`src/rtl/mio_pkg.sv`:
```
// mio_pkg: shared MIO bus constants for the keyboard IO window and PS/2 framing.
package mio_pkg;
  localparam logic [31:0] IO_BASE = 32'ha000_0000;
  localparam logic [2:0] IO_MASK = 3'b101;
  localparam int PS2_FRAME_BITS = 11;
  localparam int KBD_READY_BIT = 8;
  localparam int KBD_DATA_MSB = 7;
  // f[0]=start, f[8:1]=data, f[9]=odd parity, f[10]=stop
  function automatic logic frame_ok(input logic [10:0] f);
    return ~f[0] & f[10] & (^f[9:1]);
  endfunction
endpackage

```
`src/rtl/sync_fifo.sv`:
```
// sync_fifo: power-of-two FIFO with extra pointer MSB to tell full from empty.
module sync_fifo #(
  parameter int AW = 3,
  parameter int W = 8
) (
  input  logic         clk,
  input  logic         clrn,
  input  logic         wr,
  input  logic         rd,
  input  logic [W-1:0] din,
  output logic         full,
  output logic         empty,
  output logic [W-1:0] head
);
  logic [W-1:0] mem [2**AW];
  logic [AW:0] wp, rp;
  assign empty = wp == rp;
  assign full = (wp ^ rp) == {1'b1, {AW{1'b0}}};
  assign head = empty ? '0 : mem[rp[AW-1:0]];
  always_ff @(posedge clk or negedge clrn)
    if (!clrn) begin
      wp <= '0;
      rp <= '0;
    end else begin
      if (wr) wp <= wp + 1'b1;
      if (rd && !empty) rp <= rp + 1'b1;
    end
  always_ff @(posedge clk)
    if (wr) mem[wp[AW-1:0]] <= din;
endmodule

```
`src/rtl/ps2_keyboard.sv`:
```
// ps2_keyboard: PS/2 frame receiver with timeout, buffering valid scan codes
// in a FIFO that the MIO bus pops with falling edges of io_rdn.
module ps2_keyboard
  import mio_pkg::*;
#(
  parameter int FIFO_AW = 3,
  parameter int TIMEOUT_CYC = 2500
) (
  input  logic       clk,
  input  logic       clrn,
  input  logic       ps2_clk,
  input  logic       ps2_data,
  input  logic       io_rdn,
  output logic [7:0] key_data,
  output logic       ready,
  output logic       overflow
);
  localparam int IW = $clog2(TIMEOUT_CYC + 1);
  logic [2:0] c_s;
  logic [1:0] d_s;
  logic [3:0] cnt;
  logic [IW-1:0] idle;
  logic [9:0] sh;
  logic rd_prev, fall, done, valid, pop, wr, full, empty;
  assign fall = c_s[2] & ~c_s[1];
  assign done = fall && cnt == 4'(PS2_FRAME_BITS - 1);
  assign valid = done && frame_ok({d_s[1], sh});
  assign pop = rd_prev & ~io_rdn & ~empty;
  // A full FIFO still accepts a frame when the bus frees a slot this cycle.
  assign wr = valid & (~full | pop);
  assign ready = ~empty;
  always_ff @(posedge clk or negedge clrn)
    if (!clrn) begin
      c_s <= '1;
      d_s <= '1;
      rd_prev <= 1'b1;
      cnt <= '0;
      idle <= '0;
      sh <= '0;
      overflow <= 1'b0;
    end else begin
      c_s <= {c_s[1:0], ps2_clk};
      d_s <= {d_s[0], ps2_data};
      rd_prev <= io_rdn;
      if (fall) begin
        sh <= {d_s[1], sh[9:1]};
        cnt <= done ? 4'd0 : cnt + 4'd1;
        idle <= '0;
      end else if (cnt == 4'd0) begin
        idle <= '0;
      end else if (idle == IW'(TIMEOUT_CYC)) begin
        cnt <= '0;
        idle <= '0;
      end else begin
        idle <= idle + 1'b1;
      end
      if (pop) overflow <= 1'b0;
      else if (valid && full) overflow <= 1'b1;
    end
  sync_fifo #(.AW(FIFO_AW), .W(8)) u_fifo (
    .clk(clk),
    .clrn(clrn),
    .wr(wr),
    .rd(pop),
    .din(sh[8:1]),
    .full(full),
    .empty(empty),
    .head(key_data)
  );
endmodule

```
`config.mk`:
```
export PLATFORM = sky130hd
export DESIGN_NAME = ps2_keyboard
export DESIGN_NICKNAME = d
export VERILOG_FILES = /design/src/rtl/mio_pkg.sv /design/src/rtl/sync_fifo.sv /design/src/rtl/ps2_keyboard.sv
export SDC_FILE = /design/constraint.sdc
export NUM_CORES = 1
export LEC_CHECK = 0
export CAP_MARGIN = 20
export CORE_UTILIZATION = 60
export CTS_CLUSTER_SIZE = 20
export DETAILED_ROUTE_END_ITERATION = 10
export GPL_TIMING_DRIVEN = 0
export HOLD_SLACK_MARGIN = 0.05
export PLACE_DENSITY = 0.86
export SETUP_SLACK_MARGIN = 0.4
export SYNTH_ARGS = -nofsm -noshare
export SYNTH_HDL_FRONTEND = slang
export SYNTH_SLANG_ARGS = --single-unit
```
`constraint.sdc`:
```
create_clock -name clk -period 3.75 [get_ports clk]
set_input_delay 0.75 -clock clk [delete_from_list [all_inputs] [get_ports clk]]
set_output_delay 0.75 -clock clk [all_outputs]
set_load 0.1 [all_outputs]
```
* Yosys cells after proc, flatten, opt, wreduce, memory -nomap -nowiden
Memory sizes are Yosys's and may differ from the RTL's.
Index checks and enable logic that the tools add are counted.
** Word-level totals
- Output and inout port bits :: 10
- Bits of input ports :: 5
- Bits in registers :: 41
- Memory bits (writable) :: 64
- Memories :: 1
- Logic and storage cells :: 54
** Cells by class
- Eq/ne operators :: 5
- Reduce and logical (&&, ||, !) cells :: 10
- Muxes and demuxes :: 12
- Bitwise operators :: 13
- Add/subtract/negate cells :: 4
** Memories
- u_fifo.mem :: depth 8, width 8, rd ports 1, clocked after memory_dff 0, wr ports 1, line sync_fifo.sv:15 : logic [W-1:0] mem [2**AW];
** Operator list (number)
- 2-to-1 mux 12 bit :: 3
- 2-to-1 mux 4 bit :: 4
- adder 12 x 1 -> 12 bit, second input constant :: 1
- adder 4 x 1 -> 4 bit, second input constant :: 3
- equality test 12 bit, second input constant :: 1
- parity 9 bit :: 1
- equality test 4 bit, second input constant :: 2
- 2-to-1 mux 8 bit :: 1
- AND 1 bit :: 6
- NOT 1 bit :: 5
- equality test 4 bit :: 1
- logical AND 1 bit :: 4
- zero test 4 bit :: 1
- 2-to-1 mux 1 bit :: 4
- nonzero test 2 bit :: 2
- bitwise XOR 4 bit :: 1
- inequality test 2 bit, second input constant :: 1
- AND reduction 2 bit :: 1
- zero test 1 bit :: 1
- OR 1 bit :: 1

* Logic depth before layout (Yosys ltp)
- Depth in word-level cells :: 7
- Mapped depth :: 7
- Depth with buffers taken out :: 7

* Modules after synthesis
From an unflattened synthesis, not the netlist that was laid out.
** Second synthesis, totals
- Cell total of the unflattened synthesis :: 340
- Area total of the unflattened synthesis :: 4551.9 sq um
** By module, submodules not included
- sync_fifo :: seq. area each 2122.0 sq um, instances 1, cells an instance 182, area each 2991.6 sq um
- ps2_keyboard :: seq. area each 833.3 sq um, instances 1, cells an instance 158, area each 1560.2 sq um

* Worst setup path before layout
Ideal clock, no wire load.
- Kind :: reg-to-output
- Start :: reg u_fifo.rp[0]
- End :: out key_data[0]
- Cell stages (with the launch flop) :: 6
- Required time :: 3.000 ns
- Path buffers :: 2
- Path slack :: 0.499 ns
- Data arrival time :: 2.501 ns
- Cell sequence :: dfrtp_1 -> buf_2 -> buf_2 -> mux4_2 -> mux2i_1 -> nor2_1
** Between the ends
- Word-level cells in the longest chain between the ends :: 2
- Elaborated cells on any way between the ends :: 3
- Classes of those cells :: eq/ne: 1; mux: 1; memory: 1
** Ends and longest elaborated chain
- start: declaration :: line sync_fifo.sv:16 : logic [AW:0] wp, rp;
- start signal: assignment :: line sync_fifo.sv:26 : if (rd && !empty) rp <= rp + 1'b1;
- memory (8 x 8 bit) / equality test 4 bit (equally long branches)
- 2-to-1 mux 8 bit * :: line sync_fifo.sv:19 : assign head = empty ? '0 : mem[rp[AW-1:0]];
- end: declaration :: line ps2_keyboard.sv:14 : output logic [7:0] key_data,
Mark *: on every way between the ends. The rest lies on a longest branch, timed or not.

* Worst setup path in the final report
- Start :: reg u_fifo.wp[0]
- End :: out ready
** Between the ends
- Word-level cells in the longest chain between the ends :: 2
** Ends and longest elaborated chain
- start: declaration :: line sync_fifo.sv:16
- start signal: assignment :: line sync_fifo.sv:25 : if (wr) wp <= wp + 1'b1;
- equality test 4 bit :: line sync_fifo.sv:17 : assign empty = wp == rp;
- NOT 1 bit :: line ps2_keyboard.sv:31 : assign ready = ~empty;
- end: declaration :: line ps2_keyboard.sv:15 : output logic ready,
Every way passes these cells.

==> flow_summary_export.csv <==
group,metric,value,unit
timing,drv_slew,0,
timing,fin_worst_skew,0.0117,ns
job,max_cap_viol_count,0,
synthesis,synth_cell_types,36,
clock_network,htreeDepth,3,
die,rows,30,
timing,hold_viol,0,
cells_and_area,antennaDiodeCount,0,
clock_network,post_cts_buffers,0,
synthesis,ys_ff_latch,105,
clock_network,hold_buffers,0,
critical_path,path_class,"reg -> out",
power_and_ir_drop,p_leak,0.00190,uW
timing,hold_ws,0.361,ns
power_and_ir_drop,powerDensity,743,mW/mm^2
die,die_w,87.5,um
die,core,0.00694,mm^2
timing,fin_crit_sh,0.863,
critical_path,critical-path-top-delay-family,"buffers and inverters",
cells_and_area,final_cell_mix,"64 x edfxtp_1, 40 x nand2_1, 35 x dfrtp_1",
critical_path,worst-path-max-fanout,10,
synthesis,yosys_most_used_dff,"edfxtp_1",
timing,tns,0,ns
clock_network,numCtsBuffers,9,
cells_and_area,fin_util,0.704,
global_route,track_usage,0.222,
synthesis,synth_area,0.00438,mm^2
placement,hpwl,5.19,mm
die,die_y,87.5,um
detailed_routing,wirelength,7.35,mm
cells_and_area,final_common_cell,"edfxtp_1",
synthesis,syn_avg_cell_area,15.1,um^2
detailed_routing,post_drt_wl_per_cell,17.3,um
synthesis,postSynthCellCount,291,
timing,worst_pin_slew,0.963,ns
critical_path,cpPeakStageDelay,0.46,ns
die,die_area,0.00765,mm^2
clock_network,clockBufferDepth,2,
global_route,overflow,0,
placement,place.gp.congestion,0.746,
critical_path,crit_chain,"clkbuf_1 -> xor2_1 -> nor4_1 -> clkbuf_2 -> inv_1 -> clkdlybuf4s15_2",
min_path,hp-class,"reg -> reg",
critical_path,critPathLaunch,"u_fifo.wp[0]",
critical_path,crit_path_top_delay_cell,"clkdlybuf4s15_2",
global_route,grt_max_degree,42,
critical_path,end_kind,"output pin",
clock_network,clock-sinks,105,
synthesis,yosysSeqAreaShare,0.674,
timing,max_freq,309,MHz
synthesis,syn_nets,303,
global_route,antenna_found_initial,0,
timing,max-slew-margin-rel,0.356,
timing,period_needed,3.23,ns
detailed_routing,drc,0,
die,io_pins,15,
placement,io_buffers,14,
detailed_routing,num_vias,2395,
synthesis,synth_edf_count,64,
clock_network,cts_tree,"done",
cells_and_area,area_delta_synth_final,11.5,%
detailed_routing,dr.pass1.iters,4,
cells_and_area,nFillCells,445,
clock_network,cts_root_buf,"clkbuf_8",
critical_path,cp.arrival,2.48,ns
status,status,"completed",
synthesis,synthArstFlopShare,0.390,
detailed_routing,drt_iter0_drc,214,
power_and_ir_drop,ir_worst_vdd,0.331,mV
detailed_routing,antenna_left,0,
critical_path,worst_setup_path_start_kind,"flop",
global_route,grt_pass1_vias,2322,
critical_path,r2r-start,"sh[3]",
critical_path,crit_required,3.00,ns
clock_network,cts.clk_slew.worst_paths,0.10,ns
die,start_util,0.631,
critical_path,path_buf_inv,4,
min_path,hp-start,"d_s[0]",
timing,rsz0062_at_grt,"false",
global_route,grt_pass1_wl,11.9,mm
clock_network,clkLatencyLatePin,0.37,ns
cells_and_area,drive_gt1_frac,0.223,
cells_and_area,nNetsFinal,335,
synthesis,synth-warning-count,0,
timing,setup_viol,0,
detailed_routing,routed_via_density,5.65,
[flip-flops by register name, indices dropped and copies added, names as in the netlist]
name	cells
u_fifo.wp	4
overflow	1
cnt	4
u_fifo.rp	4
idle	12
d_s	2
rd_prev	1
sh	10
c_s	3
u_fifo.mem	64
[report_power, final]
group | total [uW] | internal [uW] | switching, uW
Combinational | 1530 | 435 | 1100
Sequential | 1450 | 1340 | 112
Clock | 650 | 253 | 397
[cell usage after synthesis (6+ instances only)]
| library cell | number | area [um^2] |
|---|---|---|
| inv_1 | 9 | 33.8 |
| mux2i_1 | 8 | 80.1 |
| xor2_1 | 13 | 114 |
| dfrtp_1 | 35 | 876 |
| ha_1 | 7 | 87.6 |
| nand2_1 | 40 | 150 |
| clkbuf_1 | 7 | 26.3 |
| edfxtp_1 | 64 | 1920 |
| nor2_1 | 22 | 82.6 |
| mux4_2 | 16 | 360 |
| dfstp_2 | 6 | 158 |
| xnor2_1 | 12 | 105 |
| nor4_1 | 8 | 50.1 |
| nand3_1 | 7 | 35.0 |
[final timing paths]
check | slack [ns] | cells after the start | end
worst max register to register | 1.02 | 6 | u_fifo.mem[1][1]
worst min-delay path | 0.36 | 0 | d_s[1]
min in group asynchronous | 0.48 | 1 | idle[3]
worst max-delay path | 0.52 | 6 | ready
worst min register to register | 0.36 | 0 | d_s[1]
max in group asynchronous | 2.72 | 1 | cnt[3]
[through the flow]
stage / power, uW / std cells / cell area, um^2 / worst slack (ns)
global route: 3810 / 424 / 4890 / 0.412
finish: 3630 / 424 / 4890 / 0.515
floorplan: 2730 / 291 / 4380 / 0.499
global placement: 3040 / 401 / 4640 / 0.175
detailed placement: 3090 / 408 / 4740 / 0.113
CTS: 3690 / 424 / 4910 / 0.410
[cell type report]
class	count	area, um^2	share of cell area
well taps	96	120	0.0246
multi-input cells	166	1390	0.285
clock inverters	7	61.3	0.0125
repair buffers	21	149	0.0305
clock buffers	9	124	0.0253
plain buffers	11	50.0	0.0102
inverters	9	33.8	0.00691
flip-flops and latches	105	2960	0.605
[metal layers]
metal,part of all wire,up-vias,global-route usage
li1,-,1119,-
met1,0.45,1221,0.307
met2,0.50,43,0.352
met3,0.027,12,0.0341
met4,0.021,0,0.103
met5,0,-,0
[worst register-to-register path: cells and delay by family (launching register included)]
family | cells | cell delay [ns]
AND/OR/NAND/NOR | 2 | 0.65
flip-flops | 1 | 0.58
buffers and inverters | 1 | 0.26
XOR/XNOR | 3 | 0.95
[cell families (layout without fill, tap and decap cells)]
| family | after synthesis | count (layout) | synth area share |
|---|---|---|---|
| xor gates and xnor gates | 28 | 28 | 0.0625 |
| AOI/OAI and AO/OA | 7 | 7 | 0.0108 |
| DFF | 105 | 105 | 0.674 |
| buffers and inverters | 20 | 57 | 0.0180 |
| and+or+nand+nor | 97 | 97 | 0.106 |
| adders and majority gates | 7 | 7 | 0.0200 |
| muxes | 27 | 27 | 0.109 |
[repair_timing]
item                                    in CTS  in global routing
gates resized for setup                     38                  8
endpoints found under the setup margin       9                  4
cloned                                       0                  0
Power figures use the tool's default switching activity.
